**src/rtl/fifo_sync_param.sv**
```systemverilog
// Single-clock parametrised FIFO. It supports any power-of-two depth and
// every entry is usable. Either first-word-fall-through or registered-read
// output can be selected. It provides almost-full and almost-empty flags,
// sticky overflow and underflow flags, and a synchronous flush.
module fifo_sync_param #(
    parameter int unsigned WIDTH    = 8,
    parameter int unsigned DEPTH    = 16,
    parameter int unsigned AF_LEVEL = DEPTH - 2,
    parameter int unsigned AE_LEVEL = 2,
    parameter bit          FWFT     = 1'b1
) (
    input  logic                     CLK,
    input  logic                     rst_in,
    input  logic [WIDTH-1:0]         datain,
    input  logic                     wr_in,
    input  logic                     rd_in,
    input  logic                     flush_in,
    input  logic                     clr_err_in,
    output logic [WIDTH-1:0]         dataout,
    output logic                     full_out,
    output logic                     empty_out,
    output logic                     almost_full_out,
    output logic                     almost_empty_out,
    output logic [$clog2(DEPTH):0]   fill_lvl_out,
    output logic                     overflow_out,
    output logic                     underflow_out
);

    localparam int unsigned AW = $clog2(DEPTH);
    localparam logic [AW:0] AF_TH = AF_LEVEL[AW:0];
    localparam logic [AW:0] AE_TH = AE_LEVEL[AW:0];

    // Pointers carry an extra wrap bit above the address bits.
    logic [AW:0]      wp;
    logic [AW:0]      rp;
    logic [WIDTH-1:0] mem [DEPTH];

    logic rd_acc;
    logic wr_acc;
    logic ovf_set;
    logic unf_set;

    // Every flag is derived directly from the registered pointers.
    assign empty_out        = (wp == rp);
    assign full_out         = (wp[AW-1:0] == rp[AW-1:0]) && (wp[AW] != rp[AW]);
    assign fill_lvl_out     = wp - rp;
    assign almost_full_out  = (fill_lvl_out >= AF_TH);
    assign almost_empty_out = (fill_lvl_out <= AE_TH);

    // A write into a full FIFO is accepted when a read frees a slot in the same cycle.
    assign rd_acc  = rd_in & ~empty_out;
    assign wr_acc  = wr_in & (~full_out | rd_acc);
    assign ovf_set = wr_in & ~wr_acc & ~flush_in;
    assign unf_set = rd_in & ~rd_acc & ~flush_in;

    // Storage array. It has no reset, and a flush suppresses the write.
    always_ff @(posedge CLK) begin
        if (wr_acc && !flush_in) begin
            mem[wp[AW-1:0]] <= datain;
        end
    end

    // Pointer update. A flush overrides any read or write in the same cycle.
    always_ff @(posedge CLK or negedge rst_in) begin
        if (!rst_in) begin
            wp <= '0;
            rp <= '0;
        end else if (flush_in) begin
            wp <= '0;
            rp <= '0;
        end else begin
            if (wr_acc) begin
                wp <= wp + 1'b1;
            end
            if (rd_acc) begin
                rp <= rp + 1'b1;
            end
        end
    end

    // Sticky error flags. A new error beats a clear in the same cycle.
    always_ff @(posedge CLK or negedge rst_in) begin
        if (!rst_in) begin
            overflow_out  <= 1'b0;
            underflow_out <= 1'b0;
        end else begin
            if (ovf_set) begin
                overflow_out <= 1'b1;
            end else if (clr_err_in) begin
                overflow_out <= 1'b0;
            end
            if (unf_set) begin
                underflow_out <= 1'b1;
            end else if (clr_err_in) begin
                underflow_out <= 1'b0;
            end
        end
    end

    if (FWFT) begin : g_fwft
        assign dataout = mem[rp[AW-1:0]];
    end else begin : g_reg
        // Registered read data. It is loaded only on an accepted read and holds otherwise.
        always_ff @(posedge CLK or negedge rst_in) begin
            if (!rst_in) begin
                dataout <= '0;
            end else if (rd_acc && !flush_in) begin
                dataout <= mem[rp[AW-1:0]];
            end
        end
    end

endmodule
```
**config.mk**
```make
export PLATFORM = sky130hd
export DESIGN_NAME = fifo_sync_param
export DESIGN_NICKNAME = d
export VERILOG_FILES = /design/src/rtl/fifo_sync_param.sv
export SDC_FILE = /design/constraint.sdc
export NUM_CORES = 1
export LEC_CHECK = 0
export ABC_CLOCK_PERIOD_IN_PS = 4900
export BUFFER_PORTS_ARGS = -buffer_cell sky130_fd_sc_hd__buf_2
export CORE_ASPECT_RATIO = 0.75
export CORE_UTILIZATION = 60
export DETAILED_ROUTE_END_ITERATION = 6
export HOLD_SLACK_MARGIN = 0.1
export PLACE_DENSITY = 0.79
export SYNTH_ARGS = -nofsm -noshare
export SYNTH_HDL_FRONTEND = slang
export SYNTH_SLANG_ARGS = --single-unit
```
**constraint.sdc**
```tcl
create_clock -name CLK -period 4.9 [get_ports CLK]
set_clock_uncertainty 0.2 [all_clocks]
set_input_delay 0.49 -clock CLK [delete_from_list [all_inputs] [get_ports CLK]]
set_output_delay 0.49 -clock CLK [all_outputs]
set_load 0.02 [all_outputs]
```
* Word-level counts from Yosys, hierarchy flattened
Memory sizes are Yosys's and may differ from the RTL's.
Cells that the tools add are included.
** Storage, ports and cells
- Flip-flop bits (word level) :: 12
- Memory bits (writable) :: 128
- Memories :: 1
- Logic and storage cells :: 41
** Memory list
- mem :: words 16, bits a word 8, rd ports 1, clocked after memory_dff 0, wr ports 1, RTL line 36 : logic [WIDTH-1:0] mem [DEPTH];
** Cells by class
- Reduce and logical (&&, ||, !) cells :: 7
- Bitwise gates (word level) :: 12
- Multiplexer cells :: 9
- $add $sub $neg :: 3
- Eq/ne operators :: 3
- Order comparisons :: 2
** Operators by type and width (number)
- 2-to-1 mux 5 bit :: 4
- adder 5 x 1 -> 5 bit, second input constant :: 2
- nonzero test 2 bit :: 4
- bitwise AND 1 bit :: 6
- equality test 5 bit :: 1
- >= comparator 5 x 4 -> 1 bit, second input constant :: 1
- less-or-equal comparator 5 x 2 -> 1 bit, second input constant :: 1
- 2-to-1 mux 1 bit :: 5
- inverter 1 bit :: 5
- subtractor 5 bit :: 1
- equality test 4 bit :: 1
- logical AND 1 bit :: 2
- zero test 1 bit :: 1
- inequality test 1 bit :: 1
- bitwise OR 1 bit :: 1

* Longest topological paths before layout
Gate-level depths: netlist (run 1).
- Word-level depth :: 9
- Depth in mapped cells :: 8

* Least setup slack after synthesis (run 1)
No wires, ideal clock.
- Kind :: flip-flop to output port
- From :: reg rp[1]
- To :: out almost_empty_out
- Setup slack :: 1.032 ns
- Data arrival time :: 3.178 ns
- Stages on the path, launching flop included :: 9
- Cells stage by stage :: dfrtp_1 -> buf_2 -> buf_1 -> inv_1 -> fa_1 -> a21o_1 -> a21oi_1 -> xnor2_1 -> a2111oi_0
** On the way
- Longest elaborated chain between the ends :: 2
** RTL lines
- from (decl) :: RTL line 35 : logic [AW:0] rp;
- from (signal assigned) :: RTL line 76 : rp <= rp + 1'b1;
- subtractor 5 bit :: RTL line 46 : assign fill_lvl_out = wp - rp;
- net fill_lvl_out[4] :: RTL line 24 : output logic [$clog2(DEPTH):0] fill_lvl_out,
- less-or-equal comparator 5 x 2 -> 1 bit :: RTL line 48 : assign almost_empty_out = (fill_lvl_out <= AE_TH);
- to (decl) :: RTL line 23 : output logic almost_empty_out,
The timed path passes the listed nets, and every way through them passes these cells.

* Worst setup path in the final report (run 1)
- From :: reg wp[0]
- To :: out almost_empty_out
** On the way
- Longest elaborated chain between the ends :: 2
** RTL lines
- from (decl) :: RTL line 34 : logic [AW:0] wp;
- from (signal assigned) :: RTL line 73 : wp <= wp + 1'b1;
- subtractor 5 bit :: RTL line 46
- less-or-equal comparator 5 x 2 -> 1 bit :: RTL line 48
No other way between the ends.

==> metrics.txt, run 1 <==
status=finished, final reports clean; setup_tns=0 ns; full die area=10070 um^2; EDFF count, synth=128; Area Overhead vs Synth=16.23%; Pleak=2.259 nW; Critical Path RT=4.21 ns; synth top area cells=edfxtp_1 66%, mux4_2 9.3%, dfrtp_1 5.2%; largest net degree at the start of global routing=44; Multi-input gate area=1539 um^2; Buffers on Ports=32; diode count=0; most common cell in the netlist=edfxtp_1; DR iter-0 viols=441; CTS Sinks=140; Layout Cells excl Fill=508; DR vias=3193; fin util=73.28%; GR Overflow Total=0; Slew Limit Fails=0; max_slew headroom=46.77%; type of the worst min-delay path=in2reg; CTS max path bufs=2; Post-DP HPWL=8019 um; Tcrit/Tclk final=69.84%; Die H=87.14 um; Max-cap violations=0; Worst Hold Path Cells=3; initial antenna violation count=0; synthesized area=5798 um^2; hold_ws=0.1936 ns; mean post-synth cell area=17.90 um^2; Final Hold Vio Count=0; global-route wire length before repair=18370 um; fillers=539; vias per std cell=6.285; yosys warns=0; top achievable clock speed=292.2 MHz; Setup crit start kind=flop; CTS tree=done; clock root buffer=clkbuf_16; WS Path Type=reg2out; # rows=30; Cells after Synth=324; # resized after CTS=0; Cells after DPL=475; Tmin final=3.422 ns; PD cells=469.3 nW/um^2; Clock Pin Slew Worst Setup and Hold Paths=0.06 ns; asr flop ratio synth=8.571%; nets=392; FF+latch area=4145 um^2; Placer Congestion=0.9588; sequential fraction of the synthesis area=71.47%; H-tree Lvls=4; Max VDD drop=407.0 uV; starting density of the core=63.05%; RSZ-0062 raised after global routing=false; Yosys top cell by area=edfxtp_1; worst path arrival time=2.73 ns; global-route usage over all layers=27.48%; Reg2Reg Depth=6; WL/cell=24.64 um; Ports=33; CP max FO=4; final wirelength=12520 um; TritonCTS Buffers=17; Die W=115.5 um; number of synthesized register bits=140; drt pass-1 iters=5; most common flop cell mapped by yosys=edfxtp_1; Slew @ Worst Pin=0.7985 ns; Final setup violation count=0; vias in the first global route=3128; critical path endpoint category=output port; core box area=9196 um^2; Worst Slack Setup Final=1.478 ns; worst skew pair latency=0.42 ns; share of cells above drive strength 1=25.79%; Post-DRT Antenna Nets=0; Yosys top cell area share=66.29%; Synth top cells by count=128 x edfxtp_1, 26 x mux2i_1, 24 x mux4_2; DRC violations left=0; Synth Net Count=348; worst slack, placed=1.772 ns; Yosys cell types=41
## state kept, by name (all words and copies together), names as in the netlist
name / cells
mem: 128
rp: 5
wp: 5
overflow_out: 1
underflow_out: 1
## cells by family (layout without fill, tap and decap cells)
kind of cell    count (synthesis)  after routing  synth area share [%]
xor+xnor                       10             10                 1.770
fa+ha+maj                      10             10                 2.287
mux                            50             50                 13.81
simple gates                   45             45                 3.582
flops                         140            140                 71.47
compound gates                 44             44                 5.093
buf+inv                        25             81                 1.985
## repair_timing
action	in CTS	in global routing
setup buffers	0	0
hold buffers	2	0
hold endpoints to repair	13	0
## layer usage
metal | up-vias | track usage (%) | routed length [um]
li1 | 1381 | - | -
met2 | 185 | 40.45 | 5788
met5 | - | 0 | 0
met4 | 0 | 10.74 | 191
met3 | 23 | 7.376 | 1067
met1 | 1604 | 39.74 | 5468
## metrics by stage
stage               instance area (um^2)  power [mW]
finish                              6739       3.163
global route                        6739       3.240
CTS                                 6739       3.165
detailed placement                  6091       1.810
global placement                    6091       1.803
floorplan                           5798       1.680
## power breakdown
part | internal [mW] | switching [mW] | total (mW)
Combinational | 0.184 | 0.280 | 0.464
Clock | 0.897 | 0.473 | 1.37
Sequential | 1.32 | 0.00872 | 1.33
Total | 2.40 | 0.762 | 3.16
## worst max-delay path, cell delays in order, from the launching register on
cell and delay, ns:
dfrtp_1 0.42, inv_1 0.20, ha_1 0.18, inv_1 0.06
fa_1 0.40, a21o_1 0.19, a21oi_1 0.18, xnor2_1 0.13
a2111oi_0 0.30, buf_2 0.24
## worst paths after layout
kind | startpoint | endpoint | slack, ns
max | wp[0]$_DFFE_PN0P_ | almost_empty_out | 1.48
min | wr_in | overflow_out$_DFFE_PN0P_ | 0.19
max reg2reg | rp[3]$_DFFE_PN0P_ | mem[11][6]$_DFFE_PP_ | 1.70
min reg2reg | underflow_out$_DFFE_PN0P_ | underflow_out$_DFFE_PN0P_ | 0.30
max in group asynchronous | rst_in | rp[0]$_DFFE_PN0P_ | 3.96
min in group asynchronous | rst_in | wp[4]$_DFFE_PN0P_ | 0.28
## placed cells by master (no fill, tap or decap), types with 5 or more instances in the layout
| master | instances |
|---|---|
| nand2_1 | 7 |
| bufinv_16 | 5 |
| o21ai_1 | 11 |
| buf_2 | 32 |
| clkbuf_16 | 17 |
| dfrtp_1 | 11 |
| xnor2_1 | 5 |
| buf_4 | 7 |
| mux2i_1 | 26 |
| edfxtp_1 | 128 |
| nor2_1 | 21 |
| a221oi_1 | 8 |
| ha_1 | 9 |
| o21ai_0 | 8 |
| mux4_2 | 24 |
| a21oi_1 | 5 |
| inv_1 | 9 |
## cell type report
class	instances	share of cell area (%)
clock buffers	19	6.424
clock inverters	12	2.896
inverters	9	0.5013
multi-input cells	159	22.84
flip-flops and latches	140	61.51
well taps	128	2.377
repair buffers	41	3.453
No activity file was read; power rests on OpenSTA's default activity.
==> run 2, diff against run 1 <==
--- a/config.mk
+++ b/config.mk
@@ -5,7 +5,7 @@
 export SDC_FILE = /design/constraint.sdc
 export NUM_CORES = 1
 export LEC_CHECK = 0
-export ABC_CLOCK_PERIOD_IN_PS = 4900
+export ABC_CLOCK_PERIOD_IN_PS = 3300
 export BUFFER_PORTS_ARGS = -buffer_cell sky130_fd_sc_hd__buf_2
 export CORE_ASPECT_RATIO = 0.75
 export CORE_UTILIZATION = 60
==> constraint.sdc (replaced) <==
create_clock -name CLK -period 3.3 [get_ports CLK]
set_clock_uncertainty 0.2 [all_clocks]
set_input_delay 0.33 -clock CLK [delete_from_list [all_inputs] [get_ports CLK]]
set_output_delay 0.33 -clock CLK [all_outputs]
set_load 0.02 [all_outputs]
==> run 2 against run 1 <==
Net effect: highest routed layer unchanged; routed wire length decreased by 3.1%; hold slack got worse by 0.066 ns; largest cell class unchanged; critical path depth unchanged; utilization increased by 1.5 points.
==> metrics.txt, run 2 (synthesis gave the netlist of run 1 again) <==
status=finished, final reports clean (unchanged); largest net degree at the start of global routing=44 (unchanged); DR vias=3230 (was 3193); most common cell after layout, fill and taps aside=edfxtp_1 (unchanged); Die H=87.14 um (unchanged); vias in the first global route=3209 (was 3128); Critical Path RT=2.77 ns (was 4.21 ns); drt pass-1 iters=5 (unchanged); crit path cell chain=inv_2, ha_1, inv_1, fa_1, a21o_1, a21oi_1, xnor2_1, a2111oi_2, buf_2 (was inv_1, ha_1, inv_1, fa_1, a21o_1, a21oi_1, xnor2_1, a2111oi_0, buf_2); cell internal pwr=3.529 mW (was 2.401 mW); CP max FO=4 (unchanged); Max-cap violations=0 (unchanged); CTS max path bufs=2 (unchanged); Tcrit/Tclk final=92.69%; Worst path max stage delay=0.42 ns (about the same); GR Overflow Total=0 (unchanged); initial antenna violation count=0 (unchanged); # rows=30 (unchanged); RSZ-0062 raised after global routing=false (unchanged); worst skew pair latency=0.42 ns (about the same); final wirelength=12130 um (was 12520 um); fillers=557 (was 539); share of cells above drive strength 1=28.72% (was 25.79%); Buffers on Ports=32 (unchanged); DR iter-0 viols=409 (was 441); global-route usage over all layers=27.37% (was 27.48%); Slew Limit Fails=0 (unchanged); TritonCTS Buffers=17 (unchanged); sequential power share=42.5% (was 42.0%); starting density of the core=63.05% (unchanged); power share of the combinational group=15.4% (was 14.7%); CTS tree=done (unchanged); Pleak=2.333 nW (was 2.259 nW); nets=408 (was 392); CTS Sinks=140 (unchanged); Worst Hold End=mem[5][0]$_DFFE_PP_ (was overflow_out$_DFFE_PN0P_); global-route wire length before repair=18290 um (was 18370 um); Reg2Reg Depth=7 (was 6); Post-DRT Antenna Nets=0 (unchanged); Setup crit start kind=flop (unchanged); Clock Pin Slew Worst Setup and Hold Paths=0.05 ns (was 0.06 ns); Largest register FFs=128 (unchanged); clock root buffer=clkbuf_16 (unchanged); Final Hold Vio Count=0 (unchanged); Ports=33 (unchanged); r2r setup slk=0.40 ns (was 1.70 ns); top achievable clock speed=326.9 MHz; critical path endpoint category=output port (unchanged); switching share of power=24.20% (was 24.08%); diode count=0 (unchanged); Hold Startpoint=datain[0] (was wr_in); H-tree Lvls=4 (unchanged); clock power share=42.1% (was 43.3%); Die W=115.5 um (unchanged); core box area=9196 um^2 (unchanged); Worst Hold Path Cells=1 (was 3); worst path arrival time=2.53 ns (was 2.73 ns); Post-DP HPWL=7695 um (was 8019 um); R2R Path End=overflow_out$_DFFE_PN0P_ (was mem[11][6]$_DFFE_PP_); Tmin final=3.059 ns; overall power=4.656 mW (was 3.163 mW); WS Path Type=reg2out (unchanged); type of the worst min-delay path=in2reg (unchanged); most frequent cells in the layout=128 x edfxtp_1, 32 x buf_2, 26 x mux2i_1, 24 x mux4_2, 21 x nor2_1 (unchanged); Area Overhead vs Synth=18.60% (was 16.23%); DRC violations left=0 (unchanged); Final setup violation count=0 (unchanged); Max VDD drop=415.3 uV (was 407.0 uV); Placer Congestion=0.8361 (was 0.9588); Slew @ Worst Pin=0.4996 ns (was 0.7985 ns); setup_tns=0 ns (unchanged); max_slew headroom=66.63% (was 46.77%); full die area=10070 um^2 (unchanged); PD cells=677.1 nW/um^2 (was 469.3 nW/um^2); WL/cell=23.10 um (was 24.64 um); worst r2r src=rp[3]$_DFFE_PN0P_ (unchanged); Worst path slowest cell=dfrtp_1 (unchanged); Net Switching=1.127 mW (was 761.7 uW); vias per std cell=6.152 (was 6.285)
-- run 2: layout make-up --
type / count / area, um^2 / area share, %
clock buffer: 20 / 446.7 / 6.496
multi-input combinational: 159 / 1545 / 22.47
clock inverter: 12 / 170.2 / 2.475
tap: 128 / 160.2 / 2.329
sequential: 140 / 4145 / 60.28
inverter: 9 / 33.78 / 0.4913
timing repair buffer: 57 / 375.4 / 5.459
-- run 2: stage by stage --
step / instances / utilization (%) / hold WS, ns / cell area (um^2) / setup WS [ns]
global route: 525 / 74.78 / 0.1181 / 6877 / 0.04160
finish: 525 / 74.78 / 0.1277 / 6877 / 0.2412
floorplan: 324 / - / -0.1656 / 5804 / 0.07977
detailed placement: 487 / 67.42 / 0.03937 / 6200 / 0.5106
global placement: 487 / 67.42 / 0.02683 / 6200 / 0.6346
CTS: 525 / 74.78 / 0.1147 / 6877 / 0.1941
-- run 2: repair_timing --
| item | CTS | global route |
|---|---|---|
| setup endpoints to repair | 0 | 1 |
| setup buffers | 0 | 0 |
| resized for setup | 0 | 1 |
| endpoints found under the hold margin | 24 | 0 |
| hold buffers | 6 | 0 |
-- run 2: metal layers --
metal,global-route usage [%],vias to the layer above,wire [um]
met2,40.77,158,5729
met1,38.20,1644,5016
met5,0,-,0
met3,7.655,20,1127
li1,-,1408,-
met4,12.28,0,253
-- run 2: worst max path at each step --
stage | startpoint | end | slack [ns] | depth (start not counted)
after global placement | rp[3]$_DFFE_PN0P_ | mem[13][4]$_DFFE_PP_ | 0.63 | 7
final | wp[0]$_DFFE_PN0P_ | almost_empty_out | 0.24 | 9
after floorplan | rp[1]$_DFFE_PN0P_ | mem[0][0]$_DFFE_PP_ | 0.08 | 8
after CTS | wp[0]$_DFFE_PN0P_ | almost_empty_out | 0.19 | 9
after detailed placement | rp[3]$_DFFE_PN0P_ | mem[0][4]$_DFFE_PP_ | 0.51 | 7
after global routing | wp[0]$_DFFE_PN0P_ | almost_empty_out | 0.04 | 9
-- run 2: power by group through the flow --
stage / clock network, mW / logic [mW] / registers [mW]
finish: 1.96 / 0.717 / 1.98
global route: 2.07 / 0.762 / 1.98
CTS: 1.99 / 0.714 / 1.98
detailed placement: 0 / 0.702 / 2.01
global placement: 0 / 0.684 / 2.01
floorplan: 0 / 0.497 / 2.01
-- run 2: critical path: cells and delay by family, from the launching register on --
family                     cells  cell delay, ns
buffers and inverters          3            0.40
AOI/OAI and AO/OA              3            0.61
xor gates and xnor gates       1            0.15
adders and majority gates      2            0.55
DFF                            1            0.42
